### src/rtl/fetch_ctrl.sv
// Fetch-stage PC sequencer: selects the next fetch address (reset, exception entry,
// ERET return, stall hold, branch, sequential) and flags illegal fetch addresses.
module fetch_ctrl #(
    parameter logic [31:0] RESET_PC   = 32'h0000_3000,
    parameter logic [31:0] HANDLER_PC = 32'h0000_4180,
    parameter logic [31:0] TEXT_LO    = 32'h0000_3000,
    parameter logic [31:0] TEXT_HI    = 32'h0000_4FFC
) (
    input  logic        clk,
    input  logic        reset,
    input  logic        stall,
    input  logic        br_taken,
    input  logic [31:0] br_target,
    input  logic        exc_req,
    input  logic        eret,
    input  logic [31:0] epc,
    output logic [31:0] pc,
    output logic        fetch_adel,
    output logic        in_handler,
    output logic        redirect
);

    typedef enum logic {
        RUN     = 1'b0,
        HANDLER = 1'b1
    } state_t;

    state_t state;

    // No handshake here: redirect is a registered one-cycle pulse, high exactly in the
    // cycle where pc first shows a non-sequential value, so IF/ID can flush on it.
    always_ff @(posedge clk or posedge reset) begin
        if (reset) begin
            pc       <= RESET_PC;
            state    <= RUN;
            redirect <= 1'b0;
        end else if (exc_req && state == RUN) begin
            pc       <= HANDLER_PC;
            state    <= HANDLER;
            redirect <= 1'b1;
        end else if (eret && state == HANDLER) begin
            pc       <= epc;
            state    <= RUN;
            redirect <= 1'b1;
        end else if (stall) begin
            redirect <= 1'b0;
        end else if (br_taken) begin
            pc       <= br_target;
            redirect <= 1'b1;
        end else begin
            pc       <= pc + 32'd4;
            redirect <= 1'b0;
        end
    end

    // The block only reports AdEL; CP0 decides when to answer with exc_req.
    assign fetch_adel = (pc[1:0] != 2'b00) | (pc < TEXT_LO) | (pc > TEXT_HI);
    assign in_handler = (state == HANDLER);

endmodule

### config.mk
export PLATFORM = sky130hd
export DESIGN_NAME = fetch_ctrl
export DESIGN_NICKNAME = d
export VERILOG_FILES = /design/src/rtl/fetch_ctrl.sv
export SDC_FILE = /design/constraint.sdc
export NUM_CORES = 1
export LEC_CHECK = 0
export BUFFER_PORTS_ARGS = -buffer_cell sky130_fd_sc_hd__buf_4
export CAP_MARGIN = 20
export CORE_MARGIN = 5
export CORE_UTILIZATION = 50
export CTS_CLUSTER_DIAMETER = 40
export DETAILED_ROUTE_END_ITERATION = 8
export GPL_TIMING_DRIVEN = 1
export HOLD_SLACK_MARGIN = 0.12
export PLACE_DENSITY = 0.78
export SLEW_MARGIN = 30
export SYNTH_ARGS = -nofsm -noshare
export SYNTH_HDL_FRONTEND = slang
export SYNTH_SLANG_ARGS = --single-unit
export TNS_END_PERCENT = 100
### constraint.sdc
create_clock -name clk -period 2.39 [get_ports clk]
set_input_delay 0.1195 -clock clk [delete_from_list [all_inputs] [get_ports clk]]
set_output_delay 0.1195 -clock clk [all_outputs]
set_load 0.03 [all_outputs]
---- Yosys cells after proc, flatten, opt, wreduce, memory -nomap -nowiden ----
Index checks and enable logic that the tools add are counted.
storage, ports and cells
  register bits ........................... 34
  output and inout port bits .............. 35
operators by class
  add/sub/neg operators ................... 1
  $lt $le $gt $ge ......................... 2
  equal/unequal tests ..................... 1
  muxes and demuxes ....................... 10
  bitwise gates (word level) .............. 3
  reductions and logical operators ........ 4
operators by type and width
  kind                                                   count
  2-to-1 mux 32 bit                                      4
  adder 32 x 3 -> 32 bit, second input constant          1
  > comparator 32 x 15 -> 1 bit, second input constant   1
  < comparator 32 x 14 -> 1 bit, second input constant   1
  2-to-1 mux 1 bit                                       6
  nonzero test 2 bit                                     2
  inequality test 3 x 1 -> 1 bit, second input constant  1
  logical AND 1 bit                                      2
  OR 1 bit                                               2
  NOT 1 bit                                              1

---- Depth between registers and ports, before layout ----
  word-level depth ........................ 5
  gate-level depth with buffers ........... 7

---- Worst setup path after synthesis ----
OpenSTA, ideal clock, no wires.
  path kind ............................... register to register
  start ................................... register pc[2]
  end ..................................... register pc[12]
  arrival time ............................ 1,904 ps
  data required time ...................... 2,302 ps
  path slack .............................. 397 ps
  stages on the path, launching flop included .. 7
  buffers on the path ..................... 0
  period minus slack after synthesis ...... 1,993 ps
  path through ............................ dfrtp_1 > ha_1 > nand2_1 > or3_4 > or4_1 > a21oi_1 > o31ai_1
between the ends
  word-level cells in the longest chain between the ends .. 5
RTL lines
  item                    line  text
  start, declared         17    output logic [31:0] pc,
  start signal, assigned  42    pc <= epc;
  start signal, assigned  48    pc <= br_target;
  start signal, assigned  51    pc <= pc + 32'd4;
  adder 32 x 3 -> 32 bit  51
  2-to-1 mux 32 bit       47    end else if (br_taken) begin
  2-to-1 mux 32 bit       45    end else if (stall) begin
  2-to-1 mux 32 bit       41    end else if (eret && state == HANDLER) begin
  2-to-1 mux 32 bit       37    end else if (exc_req && state == RUN) begin
Every way passes these cells. The select of a mux whose other input is x is not followed.
A chain may end at the register's enable or synchronous reset.

---- Final worst setup path ----
  start ................................... register pc[19]
  end ..................................... output fetch_adel
between the ends
  word-level cells in the longest chain between the ends .. 3
  elaborated cells on any way between the ends .. 4
RTL lines
  item                           line  text
  < comparator 32 x 14 -> 1 bit  57    assign fetch_adel = (pc[1:0] != 2'b00) | (pc < TEXT_LO) | (pc > TEXT_HI);
  OR 1 bit                       57
  OR 1 bit (*)                   57
  end, declared                  18    output logic fetch_adel,
Every way passes the cells marked *; elsewhere a longest branch is shown, timed or not.

==> flow_summary.ini <==
[yosys]
syn_area_um2 = 2680
synth_common_cells = nand2_1 (52), dfrtp_1 (32), a21oi_1 (27)
synth_nets = 420
post-synth-top-count-cell = nand2_1
yosysSeqAreaShare_pct = 31.8
synthTopCellsByArea = dfrtp_1 (30%), nand2_1 (7.3%), a21oi_1 (5.0%), o21ai_0 (4.7%), o211ai_1 (3.9%)
synth_top_area_share_pct = 29.9
synth-async-reset-ratio_pct = 100
synth_edf_count = 0
syn_inst = 349
ys_types = 58
ys.flop_type = dfrtp_1
synth-warning-count = 0
synth_top_area_cell = dfrtp_1
yosys_register_bits = 34
avgSynthCellArea_um2 = 7.68

[pwr]
power.leakage_nw = 1.66
internal_power_w = 0.00136
switching_share_pct = 43.0
p_clk_share_pct = 19.4
power.share.sequential_pct = 37.3
p_comb_share_pct = 43.2
worst_ir_drop_vdd_mv = 0.436
powerDensity_nw_per_um2 = 621
switchingPower_w = 0.00103

[die]
dieHeight_um = 83.2
dieArea_um2 = 6920
die_w_um = 83.2
core-area_um2 = 5170
num_rows = 26
num_io_pins = 105
initial_core_util_pct = 51.8

[clock_network]
cts_inserted_buffers = 5
ctsResizeCount = 0
clock_latency_ps = 300
cts.sinks = 34
cts_max_path_buffers = 2
cts.clk_slew.worst_paths_ps = 70
ctsHoldBuffers = 19
post_cts_buffers = 0
cts-root-buf = clkbuf_8
h-tree-depth = 2
cts_tree = built

[final_layout]
fill_cells = 436
fin_nets = 538
antenna-diode-count = 0
area_growth_pct = 43.4
drive_gt1_share_pct = 30.1

[critical_path]
critical_path_class = flip-flop to output pin
critPathMaxFanout = 7
cp_num_buf_inv = 2
crit_family = simple AND/OR/NAND/NOR gates
critical_path_arrival_ps = 1860
path_cells = buf_4, nor4_1, nand2_1, nor4_1, nand4_1, buf_4
cp_slowest_cell = dfrtp_1
worstRegToRegCells = 6
start_kind = flip-flop
r2r-end = pc[12]$_DFFE_PP1P_
reg2reg_from = pc[2]$_DFFE_PP0P_
r2r_slack_ps = 440
critPathCaptureType = output pin
crit_required_ps = 2270
slowest_delay_ps = 380

[worst_hold_path]
hold_depth = 3
hp-class = primary input to flip-flop
min_from = epc[30]
whs_endpoint = pc[30]$_DFFE_PP0P_

[sta]
fin_skew_ps = 11.5
setup_ws_ps = 414
finalSetupTns_ps = 0
final-max-slew-violation-count = 0
fin_crit_ps = 1980
post-route-period-util_pct = 82.7
max_freq_mhz = 506
tightest_slew_ps = 640
slew_headroom_pct = 57.3
final_hold_viol_count = 0
grt_setup_unrepaired = false
setup-violations-final = 0

[route]
via_count = 3377
first_pass_iters = 5
drc = 0
drt-initial-drc-count = 338
wl_per_cell_um = 18.5
antenna_left = 0
drt-vias-per-instance = 6.28
finalWirelength_um = 9980

[global_routing]
grt_overflow = 0
grt_pass1_vias = 3321
antenna_found_initial = 0
grt_use_total_pct = 28.9
grt_pass1_wl_um = 16500
grt_max_degree = 49

[place]
post-dp-hpwl_um = 6960
gp_congestion = 0.881
portBuffers = 104
dp_slack_ps = 467

[run_status]
outcome = finished clean

[job]
max-cap-violations = 0
worst max-delay path by stage:
stage                            start                 end  depth (start not counted)
floorplan            pc[2]$_DFFE_PP0P_  pc[12]$_DFFE_PP1P_                          6
global placement     pc[2]$_DFFE_PP0P_  pc[12]$_DFFE_PP1P_                          6
detailed placement   pc[2]$_DFFE_PP0P_  pc[12]$_DFFE_PP1P_                          6
CTS                  pc[2]$_DFFE_PP0P_  pc[12]$_DFFE_PP1P_                          6
global route         pc[2]$_DFFE_PP0P_  pc[30]$_DFFE_PP0P_                          6
finish              pc[19]$_DFFE_PP0P_          fetch_adel                          6
layout make-up:
type / instances / area (um^2) / share of cell area, %
timing repair buffer: 139 / 1090 / 28.4
clock buffer: 7 / 86.3 / 2.25
inverter: 9 / 33.8 / 0.879
tap: 70 / 87.6 / 2.28
multi-input combinational: 278 / 1690 / 43.9
clock inverter: 1 / 5.00 / 0.130
sequential: 34 / 853 / 22.2
power groups by stage:
stage | Combinational, W | Clock (W) | Sequential, W
2_1_floorplan | 0.000412 | 0 | 0.00104
3_3_place_gp | 0.000983 | 0 | 0.000885
3_5_place_dp | 0.00100 | 0 | 0.000891
4_1_cts | 0.00103 | 0.000464 | 0.000881
5_1_grt | 0.00111 | 0.000497 | 0.000913
6_report | 0.00103 | 0.000463 | 0.000891
layer usage:
metal  wire length [um]  global-route usage, %  part of all wire (%)  vias to the layer above
li1                   -                      -                     -                     1562
met1               4120                   37.6                    41                     1587
met2               4600                   45.3                    46                      206
met3                986                   7.23                   9.9                       22
met4                271                   12.3                   2.7                        0
met5                  0                      0                     0                        -
per-stage QoR:
stage	cell area [um^2]	std cells	total power [W]	hold slack, ps	util (%)
2_1_floorplan	2680	349	0.00146	219	-
3_3_place_gp	3560	511	0.00187	257	68.8
3_5_place_dp	3560	511	0.00189	262	68.8
4_1_cts	3840	538	0.00237	123	74.3
5_1_grt	3840	538	0.00252	138	74.3
6_report	3840	538	0.00239	128	74.3
cell usage in the layout, fill, tap and decap left out, types with 2 or more instances in the layout:
| cell | netlist | layout |
|---|---|---|
| a21oi_1 | 27 | 27 |
| and2_1 | 3 | 3 |
| mux2i_1 | 9 | 9 |
| xor2_1 | 2 | 2 |
| a32o_1 | 2 | 2 |
| nor4_1 | 11 | 11 |
| a22o_1 | 2 | 2 |
| and3_1 | 11 | 11 |
| and4_1 | 5 | 5 |
| buf_4 | 0 | 120 |
| o31a_1 | 3 | 3 |
| or3_1 | 2 | 2 |
| dfrtp_1 | 32 | 32 |
| nor3_1 | 7 | 7 |
| o21ai_0 | 25 | 25 |
| dlygate4sd3_1 | 0 | 19 |
| nand3_1 | 12 | 12 |
| a31o_2 | 2 | 2 |
| inv_1 | 9 | 9 |
| nand2_1 | 52 | 52 |
| o22ai_1 | 9 | 9 |
| o211ai_1 | 14 | 14 |
| nand4_1 | 12 | 12 |
| a31oi_1 | 6 | 6 |
| a2111oi_0 | 2 | 2 |
| o221ai_1 | 4 | 4 |
| clkbuf_8 | 0 | 6 |
| o21a_1 | 3 | 3 |
| nor2_1 | 21 | 21 |
| mux2_2 | 2 | 2 |
| dfstp_2 | 2 | 2 |
| o31ai_1 | 2 | 2 |
| o22a_1 | 3 | 3 |
kinds of logic (layout without fill, tap and decap cells):
| logic type | Yosys count | count (layout) | synth area share (%) |
|---|---|---|---|
| XOR/XNOR | 3 | 3 | 0.981 |
| adder cells (fa/ha/maj) | 1 | 1 | 0.467 |
| buffers and inverters | 37 | 156 | 5.28 |
| multiplexers | 11 | 11 | 4.20 |
| AO/OA/AOI/OAI | 117 | 117 | 28.8 |
| AND/OR/NAND/NOR | 146 | 146 | 28.4 |
| flip-flops | 34 | 34 | 31.8 |
tightest hold or removal path: cells and delay by family:
family | cells | cell delay, ps
AO/OA/AOI/OAI | 2 | 190
buffers and inverters | 1 | 80
state kept, by name, summed over array words and instances (netlist names):
signal / flops
redirect: 1
pc: 32
in_handler: 1
Power figures use the tool's default switching activity.
